File: config.mk
export PLATFORM = sky130hd
export DESIGN_NAME = mux_rr_arbiter
export DESIGN_NICKNAME = d
export VERILOG_FILES = /design/src/rtl/mux_rr_arbiter.sv
export SDC_FILE = /design/constraint.sdc
export NUM_CORES = 1
export LEC_CHECK = 0
export ABC_CLOCK_PERIOD_IN_PS = 3990
export CORE_AREA = 2 2 74 76
export DETAILED_ROUTE_END_ITERATION = 10
export DIE_AREA = 0 0 76 78
export PLACE_DENSITY_LB_ADDON = 0.08
export SLEW_MARGIN = 20
export SYNTH_ARGS = -nofsm -noshare
export SYNTH_HDL_FRONTEND = slang
export SYNTH_SLANG_ARGS = --single-unit
File: constraint.sdc
create_clock -name clk -period 3.99 [get_ports clk]
set_clock_uncertainty 0.1 [all_clocks]
set_input_delay 1.197 -clock clk [delete_from_list [all_inputs] [get_ports clk]]
set_output_delay 1.197 -clock clk [all_outputs]
set_load 0.005 [all_outputs]
File: src/rtl/mux_rr_arbiter.sv
// Round-robin arbiter that grants one requester at a time for up to maxb beats
// and forwards its data through a single registered output slot.
module mux_rr_arbiter #(
  parameter int unsigned m     = 8,
  parameter int unsigned n     = 8,
  parameter int unsigned width = 3,
  parameter int unsigned maxb  = 4
) (
  input  logic               clk,
  input  logic               rst,
  input  logic [n*m-1:0]     pdata,
  input  logic [n-1:0]       req_v,
  output logic [n-1:0]       req_r,
  output logic [m-1:0]       data_o,
  output logic               valid_o,
  input  logic               ready_i,
  output logic [width-1:0]   sel_o,
  output logic               busy_o
);

  localparam int unsigned CW = $clog2(maxb + 1);

  typedef enum logic {IDLE, BUSY} state_t;

  state_t           r_state, w_state_nxt;
  logic [width-1:0] r_ptr, w_ptr_nxt;
  logic [width-1:0] r_g, w_g_nxt;
  logic [CW-1:0]    r_beat_cnt, w_cnt_nxt;
  logic [CW-1:0]    w_cnt_inc;
  logic [m-1:0]     r_data;
  logic             r_valid;

  logic             w_free;
  logic             w_req_g;
  logic             w_accept;
  logic             w_found;
  logic [width-1:0] w_pick;
  logic [m-1:0]     w_slice;

  // Mux the granted requester's valid and data slice.
  always_comb begin
    w_req_g = 1'b0;
    w_slice = '0;
    for (int unsigned i = 0; i < n; i++) begin
      if (r_g == width'(i)) begin
        w_req_g = req_v[i];
        w_slice = pdata[i*m +: m];
      end
    end
  end

  // Rotating priority: first pass covers ptr..n-1, second pass wraps to 0..ptr-1.
  always_comb begin
    w_found = 1'b0;
    w_pick  = '0;
    for (int unsigned i = 0; i < n; i++) begin
      if (!w_found && req_v[i] && (width'(i) >= r_ptr)) begin
        w_found = 1'b1;
        w_pick  = width'(i);
      end
    end
    for (int unsigned i = 0; i < n; i++) begin
      if (!w_found && req_v[i]) begin
        w_found = 1'b1;
        w_pick  = width'(i);
      end
    end
  end

  assign w_free    = !r_valid || ready_i;
  assign w_accept  = (r_state == BUSY) && w_free && w_req_g;
  assign w_cnt_inc = r_beat_cnt + CW'(1);

  always_comb begin
    req_r = '0;
    for (int unsigned i = 0; i < n; i++) begin
      req_r[i] = (r_state == BUSY) && w_free && (r_g == width'(i));
    end
  end

  always_comb begin
    w_state_nxt = r_state;
    w_g_nxt     = r_g;
    w_ptr_nxt   = r_ptr;
    w_cnt_nxt   = r_beat_cnt;
    case (r_state)
      IDLE: begin
        if (w_found) begin
          w_g_nxt     = w_pick;
          w_cnt_nxt   = '0;
          w_state_nxt = BUSY;
        end
      end
      BUSY: begin
        if (w_accept) begin
          w_cnt_nxt = w_cnt_inc;
        end
        // A dropped request releases even with zero beats taken.
        if (!w_req_g || (w_accept && (w_cnt_inc == CW'(maxb)))) begin
          w_state_nxt = IDLE;
          w_ptr_nxt   = (r_g == width'(n - 1)) ? '0 : r_g + width'(1);
        end
      end
      default: w_state_nxt = IDLE;
    endcase
  end

  always_ff @(posedge clk) begin
    if (rst) begin
      r_state    <= IDLE;
      r_ptr      <= '0;
      r_g        <= '0;
      r_beat_cnt <= '0;
    end else begin
      r_state    <= w_state_nxt;
      r_ptr      <= w_ptr_nxt;
      r_g        <= w_g_nxt;
      r_beat_cnt <= w_cnt_nxt;
    end
  end

  always_ff @(posedge clk) begin
    if (rst) begin
      r_data  <= '0;
      r_valid <= 1'b0;
    end else if (w_accept) begin
      r_data  <= w_slice;
      r_valid <= 1'b1;
    end else if (r_valid && ready_i) begin
      r_valid <= 1'b0;
    end
  end

  assign data_o  = r_data;
  assign valid_o = r_valid;
  assign sel_o   = r_g;
  assign busy_o  = (r_state == BUSY);

endmodule

* Word-level counts from Yosys, hierarchy flattened
Cells that the tools add are included.
Operators by class: equality and inequality tests 10, bitwise gates (word level) 1, muxes and demuxes 56, magnitude comparators 8, $add $sub $neg 2, reduce and logical (&&, ||, !) cells 59
Operators by type and width (number):
- two-way mux 8 bit | 8
- two-way mux 3 bit | 17
- logical AND 1 bit | 35
- two-way mux 1 bit | 29
- zero test 1 bit | 17
- == test 3 bit, second input constant | 5
- >= comparator 3 bit, first input constant | 4
- adder 3 x 1 -> 3 bit, second input constant | 2
- == test 3 x 2 -> 1 bit, second input constant | 2
- >= comparator 1 x 3 -> 1 bit, first input constant | 2
- >= comparator 2 x 3 -> 1 bit, first input constant | 2
- case mux 3 bit (2 select lines) | 1
- AND reduction 2 bit | 3
- == test 3 x 1 -> 1 bit, second input constant | 1
- zero test 3 bit | 1
- logical OR 1 bit | 2
- != test 2 x 1 -> 1 bit, second input constant | 1
- != test 2 bit, second input constant | 1
- case mux 1 bit (2 select lines) | 1
- nonzero test 2 bit | 1
- inverter 1 bit | 1
Storage, ports and cells: output and inout port bits 21, bits of input ports 75, flip-flop bits (word level) 19

* Depth between registers and ports, before layout
Gate-level depths: netlist of the first run.
depth in word-level cells 57, gate-level depth with buffers 10, gate-level depth less buffers 7

* Worst setup path after synthesis of the first run
Ideal clock, no wire load.
kind input to output, from in ready_i, to out req_r[0], path slack 952 ps, stages 3, path buffers 0, arrival time 1741 ps, cells stage by stage nand2b_1 -> nand2_1 -> nor3b_1
On the way: longest elaborated chain between the ends 3
RTL lines:
- from (decl) | line 16 | input logic ready_i,
- logical OR 1 bit | line 70 | assign w_free = !r_valid || ready_i;
- logical AND 1 bit (2 in a row) | line 77 | req_r[i] = (r_state == BUSY) && w_free && (r_g == width'(i));
- to (decl) | line 13 | output logic [n-1:0] req_r,
No other way between the ends.

* Worst setup path in the final report of the first run
from in ready_i, to out req_r[2]
Same word-level chain as after synthesis.

==> results by group, run 1 <==
Finish
  – Commonest non-fill, non-tap cell in the layout: clkdlybuf4s50_1
  – Fillers: 502
  – Area growth from synthesis to layout: 53.0%
  – Most frequent cells in the layout: clkdlybuf4s50_1 (95), a21oi_1 (36), inv_1 (26), o21ai_0 (20), dfxtp_1 (19)
  – Ant diodes: 0
  – Nets: 436
  – Final Util: 0.605
  – Share of cells above drive strength 1: 0.0824

Place
  – Pre-CTS setup slack: -0.0676 ns
  – Port bufs: 95
  – Dpl hpwl: 5340 µm
  – GPL Wtd Cong: 0.852

Synth
  – FF+latch count, synth: 19
  – Post-synthesis mux area share: 0
  – Synth async-reset ratio: 0
  – Cell taking the most area after synthesis: dfxtp_1
  – YS warnings: 0
  – Post-synthesis simple-gate area fraction: 0.218
  – Synth area leaders: dfxtp_1 (19%), a21oi_1 (9.0%), ha_1 (5.0%)
  – Post-synth top flop: dfxtp_1
  – Largest family of logic cells by synthesized area: compound AO/OA/AOI/OAI gates
  – Synthesized area: 1990 µm²
  – Post-Synth XOR/XNOR Area: 0
  – Sequential share of the synthesized area: 0.191
  – Post-synth EDFFs: 0
  – Synth Instances: 269
  – Compound-gate portion of the synthesized area: 0.439
  – Cell variety after synth: 49
  – Share of the synthesized area in the top cell type: 0.191
  – Syn_area_per_cell: 7.41 µm²
  – Post-synthesis adder-cell area fraction: 0.0502
  – Net count after synthesis: 352

Clock network
  – # clock sinks: 19
  – CTS Buffer Depth: 2
  – Hold Buf Count CTS: 0
  – Htree depth: 1
  – Clock root cell: clkbuf_8
  – Worst skew pair latency: 0.25 ns
  – Setup Buffers After CTS: 0
  – TritonCTS clock tree: yes
  – CTS Buf Count: 3
  – Worst-path clk slew: 0.07 ns

Timing
  – Hold WS: 0.376 ns
  – Tcrit/Tclk final: 0.987
  – Max-Slew Margin vs Limit: 0.528
  – Crit path time final: 3.94 ns
  – Count of pins over their slew limit: 0
  – Setup violators final: 0
  – Fin. Hold Viols: 0
  – Final setup margin: 0.0532 ns
  – Worst-Margin Slew: 0.700 ns
  – Max Clock Freq: 0.254 GHz

Floorplan
  – Die Ht: 78 µm
  – CORE AREA: 5040 µm²
  – Die W: 76 µm
  – Starting Density: 0.396
  – Die area: 5930 µm²
  – Row count: 26
  – I/O pin total: 96

Setup path
  – Crit-path cells: clkdlybuf4s50_1 -> nand2b_4 -> nand2_2 -> nor3b_2 -> clkdlybuf4s50_1
  – Worst setup EP type: output port
  – Worst Path Arrival: 2.64 ns
  – Reg2reg setup slack: 1.15 ns
  – CP Launch Type: input port
  – Critical path required time: 2.69 ns
  – CP max-delay cell: clkdlybuf4s50_1
  – Crit path top cell by count: clkdlybuf4s50_1
  – Crit path max fanout: 5
  – CP Class: input port to output port
  – Delay-heaviest family, CP: buffers and inverters
  – Worst Path Buf+Inv: 2
  – CP max stage delay: 0.51 ns

Global route
  – First-pass GRT wire length: 11,800 µm
  – Largest net degree at the start of global routing: 30
  – Grt ovf: 0
  – Initial antenna violation count: 0
  – Vias in the first global route: 2,297
  – Total track usage: 0.243

Detailed routing
  – Initial DRC count: 155
  – Antenna Nets Post-Route: 0
  – Vias post-DR: 2,374
  – # DRC: 0
  – DRT Pass-1 Iters: 6
  – WL final: 7090 µm
  – DR WL/cell: 16.8 µm
  – Drt via density: 5.63

Power
  – Maximum VDD drop: 0.349 mV
  – Comb power frac: 0.696
  – Net Sw Frac: 0.443
  – Psw: 0.710 mW
  – Pleak: 1.19 nW
  – Reg power frac: 0.222
  – Clock power share: 0.082
  – Cell Pwr Density: 525 nW/µm²
  – Internal cell power: 0.893 mW

Run status
  – Outcome: complete, no violations

Run
  – Max-capacitance violation count: 0

Worst hold path
  – Hold Path Class: flip-flop to flip-flop
==> cells by family (layout without fill, tap and decap cells) <==
group	count (synthesis)	after routing
DFF	19	19
buffers and inverters	49	132
and+or+nand+nor	76	76
AOI/OAI and AO/OA	117	117
adders and majority gates	8	8
==> layout make-up <==
cell class              instances  area [µm²]  area share
clock buffers                   3        41.3      0.0135
multi-input cells             201        1440       0.471
repair buffers                102        1000       0.329
clock inverters                 1        5.00     0.00164
well taps                      70        87.6      0.0287
flip-flops and latches         19         380       0.125
inverters                      26        97.6      0.0320
==> registers in the layout, indices dropped and copies added (netlist names) <==
signal / cells
data_o: 8
r_beat_cnt: 3
r_ptr: 3
sel_o: 3
busy_o: 1
valid_o: 1
==> timing repair <==
action                     4_1_cts  5_1_grt
pin swaps                        0        1
setup endpoints to repair        3        3
gates resized for setup          1        4
==> metrics by stage <==
step                area [µm²]  std cells  power [mW]  TNS (ns)
global placement          2980        418        1.45    -0.133
floorplan                 1990        269        1.07         0
CTS                       3030        422        1.60   -0.0170
global route              3050        422        1.75   -0.0185
finish                    3050        422        1.60         0
detailed placement        2980        418        1.46    -0.180
==> cell usage after synthesis, drive strengths merged (6+ instances only) <==
| master | instances |
|---|---|
| a21oi | 37 |
| a221o | 8 |
| a221oi | 11 |
| a222oi | 8 |
| a22oi | 9 |
| and3b | 9 |
| buf | 12 |
| clkbuf | 11 |
| dfxtp | 19 |
| ha | 8 |
| inv | 26 |
| nand2 | 15 |
| nand3 | 7 |
| nor2 | 15 |
| nor2b | 6 |
| o21ai | 22 |
==> worst min-delay path, stage by stage (launching register included) <==
cell     delay [ns]
dfxtp_1        0.31
nand3_1        0.06
a21oi_1        0.06
==> per-layer routing <==
metal | global-route usage | share of wire
met4 | 0.0273 | 0.0052
met2 | 0.448 | 0.51
met5 | 0 | 0
met3 | 0.0477 | 0.048
met1 | 0.301 | 0.44
==> path summary, 6_finish.rpt <==
| kind | start | cells after the start | to |
|---|---|---|---|
| setup / recovery | ready_i | 5 | req_r[2] |
| hold / removal | r_beat_cnt[2] | 2 | r_beat_cnt[2] |
| setup reg to reg | sel_o[2] | 8 | data_o[0] |
| hold reg to reg | r_beat_cnt[2] | 2 | r_beat_cnt[2] |
==> power groups by stage <==
stage               sequential, mW  clock [mW]  combinational, mW
floorplan                    0.317           0              0.749
global placement             0.354           0               1.10
detailed placement           0.357           0               1.11
CTS                          0.354       0.137               1.11
global route                 0.371       0.152               1.23
finish                       0.356       0.132               1.11
(Power assumes the default switching activity.)
==> inputs of run 2 (changes only) <==
Settings changed: CORE_AREA 2 2 74 76 to 2 2 85 87, DIE_AREA 0 0 76 78 to 0 0 87 89.
==> run 2 against run 1 <==
Against the previous run: maximum frequency is 0.38% higher; cell count is 2.4% higher; clock power hardly changed; non-clock buffer count stayed put; sequential share of layout area is 0.10 points lower; die area is 31% higher; core utilization is 15 points lower; global-route usage is 5.9 points lower; critical path depth stayed put; sequential cell count stayed put; total power is 1.7% higher; combinational power is 4% higher; largest cell class unchanged; highest routed layer unchanged.
==> results by group, run 2 (synthesis results as in run 1) <==
Place
  – Dpl hpwl: 5680 µm (was 5340 µm)
  – GPL Wtd Cong: 0.898 (was 0.852)
  – Area post-placement: 2990 µm² (was 2980 µm²)
  – Pre-CTS setup slack: -0.0704 ns (was -0.0676 ns)
  – # placed instances: 428 (was 418)
  – Port bufs: 95 (unchanged)

Finish
  – Fin cells: 432 (was 422)
  – Largest register FFs: 8 (unchanged)
  – Final Instance Area: 3080 µm² (was 3050 µm²)
  – Share of cells above drive strength 1: 0.0824 (unchanged)
  – Area of the multi-input gates: 1440 µm² (unchanged)
  – Seq. cell area: 380 µm² (unchanged)
  – Ant diodes: 0 (unchanged)
  – Nets: 436 (unchanged)
  – Area growth from synthesis to layout: 54.3% (was 53.0%)
  – Final Util: 0.458 (was 0.605)
  – Most frequent cells in the layout: clkdlybuf4s50_1 (90), a21oi_1 (36), inv_1 (26), o21ai_0 (20), dfxtp_1 (19) (was clkdlybuf4s50_1 (95), a21oi_1 (36), inv_1 (26), o21ai_0 (20), dfxtp_1 (19))
  – Fillers: 667 (was 502)
  – Commonest non-fill, non-tap cell in the layout: clkdlybuf4s50_1 (unchanged)

Setup path
  – Reg2Reg Launch Point: sel_o[0] (was sel_o[2])
  – Crit path max fanout: 5 (unchanged)
  – CP Launch Type: input port (unchanged)
  – CP Class: input port to output port (unchanged)
  – Critical path required time: 2.69 ns (about the same)
  – Crit Reg-Reg Endpoint: r_ptr[1] (was data_o[0])
  – Reg2reg setup slack: 1.29 ns (was 1.15 ns)
  – Worst Path Arrival: 2.62 ns (was 2.64 ns)
  – FF-to-FF path depth: 7 (was 8)
  – Worst setup EP type: output port (unchanged)

Floorplan
  – Starting Density: 0.297 (was 0.396)
  – CORE AREA: 6720 µm² (was 5040 µm²)
  – I/O pin total: 96 (unchanged)
  – Row count: 30 (was 26)
  – Die W: 87 µm (was 76 µm)
  – Die area: 7740 µm² (was 5930 µm²)
  – Die Ht: 89 µm (was 78 µm)

Global route
  – Initial antenna violation count: 0 (unchanged)
  – First-pass GRT wire length: 11,400 µm (was 11,800 µm)
  – Total track usage: 0.184 (was 0.243)
  – Largest net degree at the start of global routing: 31 (was 30)
  – Grt ovf: 0 (unchanged)
  – Vias in the first global route: 2,180 (was 2,297)

Power
  – Pleak: 1.28 nW (was 1.19 nW)
  – Maximum VDD drop: 0.272 mV (was 0.349 mV)
  – Cell Pwr Density: 530 nW/µm² (was 525 nW/µm²)
  – Total power: 1.63 mW (was 1.60 mW)

Timing
  – Final TNS setup: 0 ns (unchanged)
  – Max Clock Freq: 0.255 GHz (was 0.254 GHz)
  – Count of pins over their slew limit: 0 (unchanged)
  – Setup violators final: 0 (unchanged)
  – RSZ-0062 raised after global routing: false
  – Tcrit/Tclk final: 0.983 (was 0.987)
  – Crit path time final: 3.92 ns (was 3.94 ns)
  – Max-Slew Margin vs Limit: 0.467 (was 0.528)
  – Fin. Hold Viols: 0 (unchanged)
  – Final setup margin: 0.0681 ns (was 0.0532 ns)
  – Worst-Margin Slew: 0.790 ns (was 0.700 ns)
  – Hold WS: 0.369 ns (was 0.376 ns)

Clock network
  – Hold Buf Count CTS: 0 (unchanged)
  – # clock sinks: 19 (unchanged)
  – Clock root cell: clkbuf_8 (unchanged)
  – TritonCTS clock tree: yes (unchanged)
  – Htree depth: 1 (unchanged)
  – Worst-path clk slew: 0.08 ns (was 0.07 ns)
  – Worst skew pair latency: 0.26 ns (was 0.25 ns)
  – Setup Buffers After CTS: 0 (unchanged)
  – CTS Buf Count: 3 (unchanged)
  – CTS Buffer Depth: 2 (unchanged)

Run
  – Max-capacitance violation count: 0 (unchanged)

Detailed routing
  – DRT Pass-1 Iters: 5 (was 6)
  – Vias post-DR: 2,353 (was 2,374)
  – Initial DRC count: 143 (was 155)
  – WL final: 7460 µm (was 7090 µm)
  – Antenna Nets Post-Route: 0 (unchanged)
  – DR WL/cell: 17.3 µm (was 16.8 µm)
  – Drt via density: 5.45 (was 5.63)
  – # DRC: 0 (unchanged)

Worst hold path
  – Hold Path Class: flip-flop to flip-flop (unchanged)
  – Hold Path Sink: r_beat_cnt[2] (unchanged)
  – HP Start: r_beat_cnt[2] (unchanged)
  – Hold Path Depth: 2 (unchanged)

Run status
  – Outcome: complete, no violations (unchanged)
==> run 2: worst max-delay path, cell delays in order <==
cell	delay, ns
clkdlybuf4s50_1	0.48
nand2b_4	0.15
buf_4	0.15
and3_1	0.15
clkdlybuf4s50_1	0.50
==> run 2: routing by layer <==
layer,routed length (µm),GRT usage
met5,0,0
met1,3790,0.288
met2,3200,0.265
met3,400,0.0249
met4,78,0.0355
==> run 2: layout make-up <==
cell class,instances,share of cell area
Timing Repair Buffer,102,0.330
Clock inverter,1,0.00163
Sequential cell,19,0.124
Tap cell,80,0.0325
Multi-Input combinational cell,201,0.467
Clock buffer,3,0.0134
Inverter,26,0.0317
==> run 2: where the power goes <==
part           total, mW  switching (mW)  internal (mW)  leakage, nW
sequential         0.347          0.0821          0.265        0.156
clock              0.133          0.0633         0.0694       0.0255
combinational       1.15           0.593          0.557         1.10
total               1.63           0.738          0.892         1.28
==> run 2: worst max path at each step <==
stage	to	depth (start not counted)	startpoint	slack, ns
CTS	req_r[0]	5	ready_i	0.02
finish	req_r[3]	5	ready_i	0.07
detailed placement	req_r[0]	5	ready_i	-0.07
global placement	req_r[2]	5	ready_i	-0.05
floorplan	req_r[0]	3	ready_i	0.95
global route	req_r[3]	5	ready_i	0.008
==> run 2: repair_timing <==
item | in CTS | in global routing
resized for setup | 2 | 8
endpoints found under the setup margin | 3 | 5
pin swaps | 0 | 1
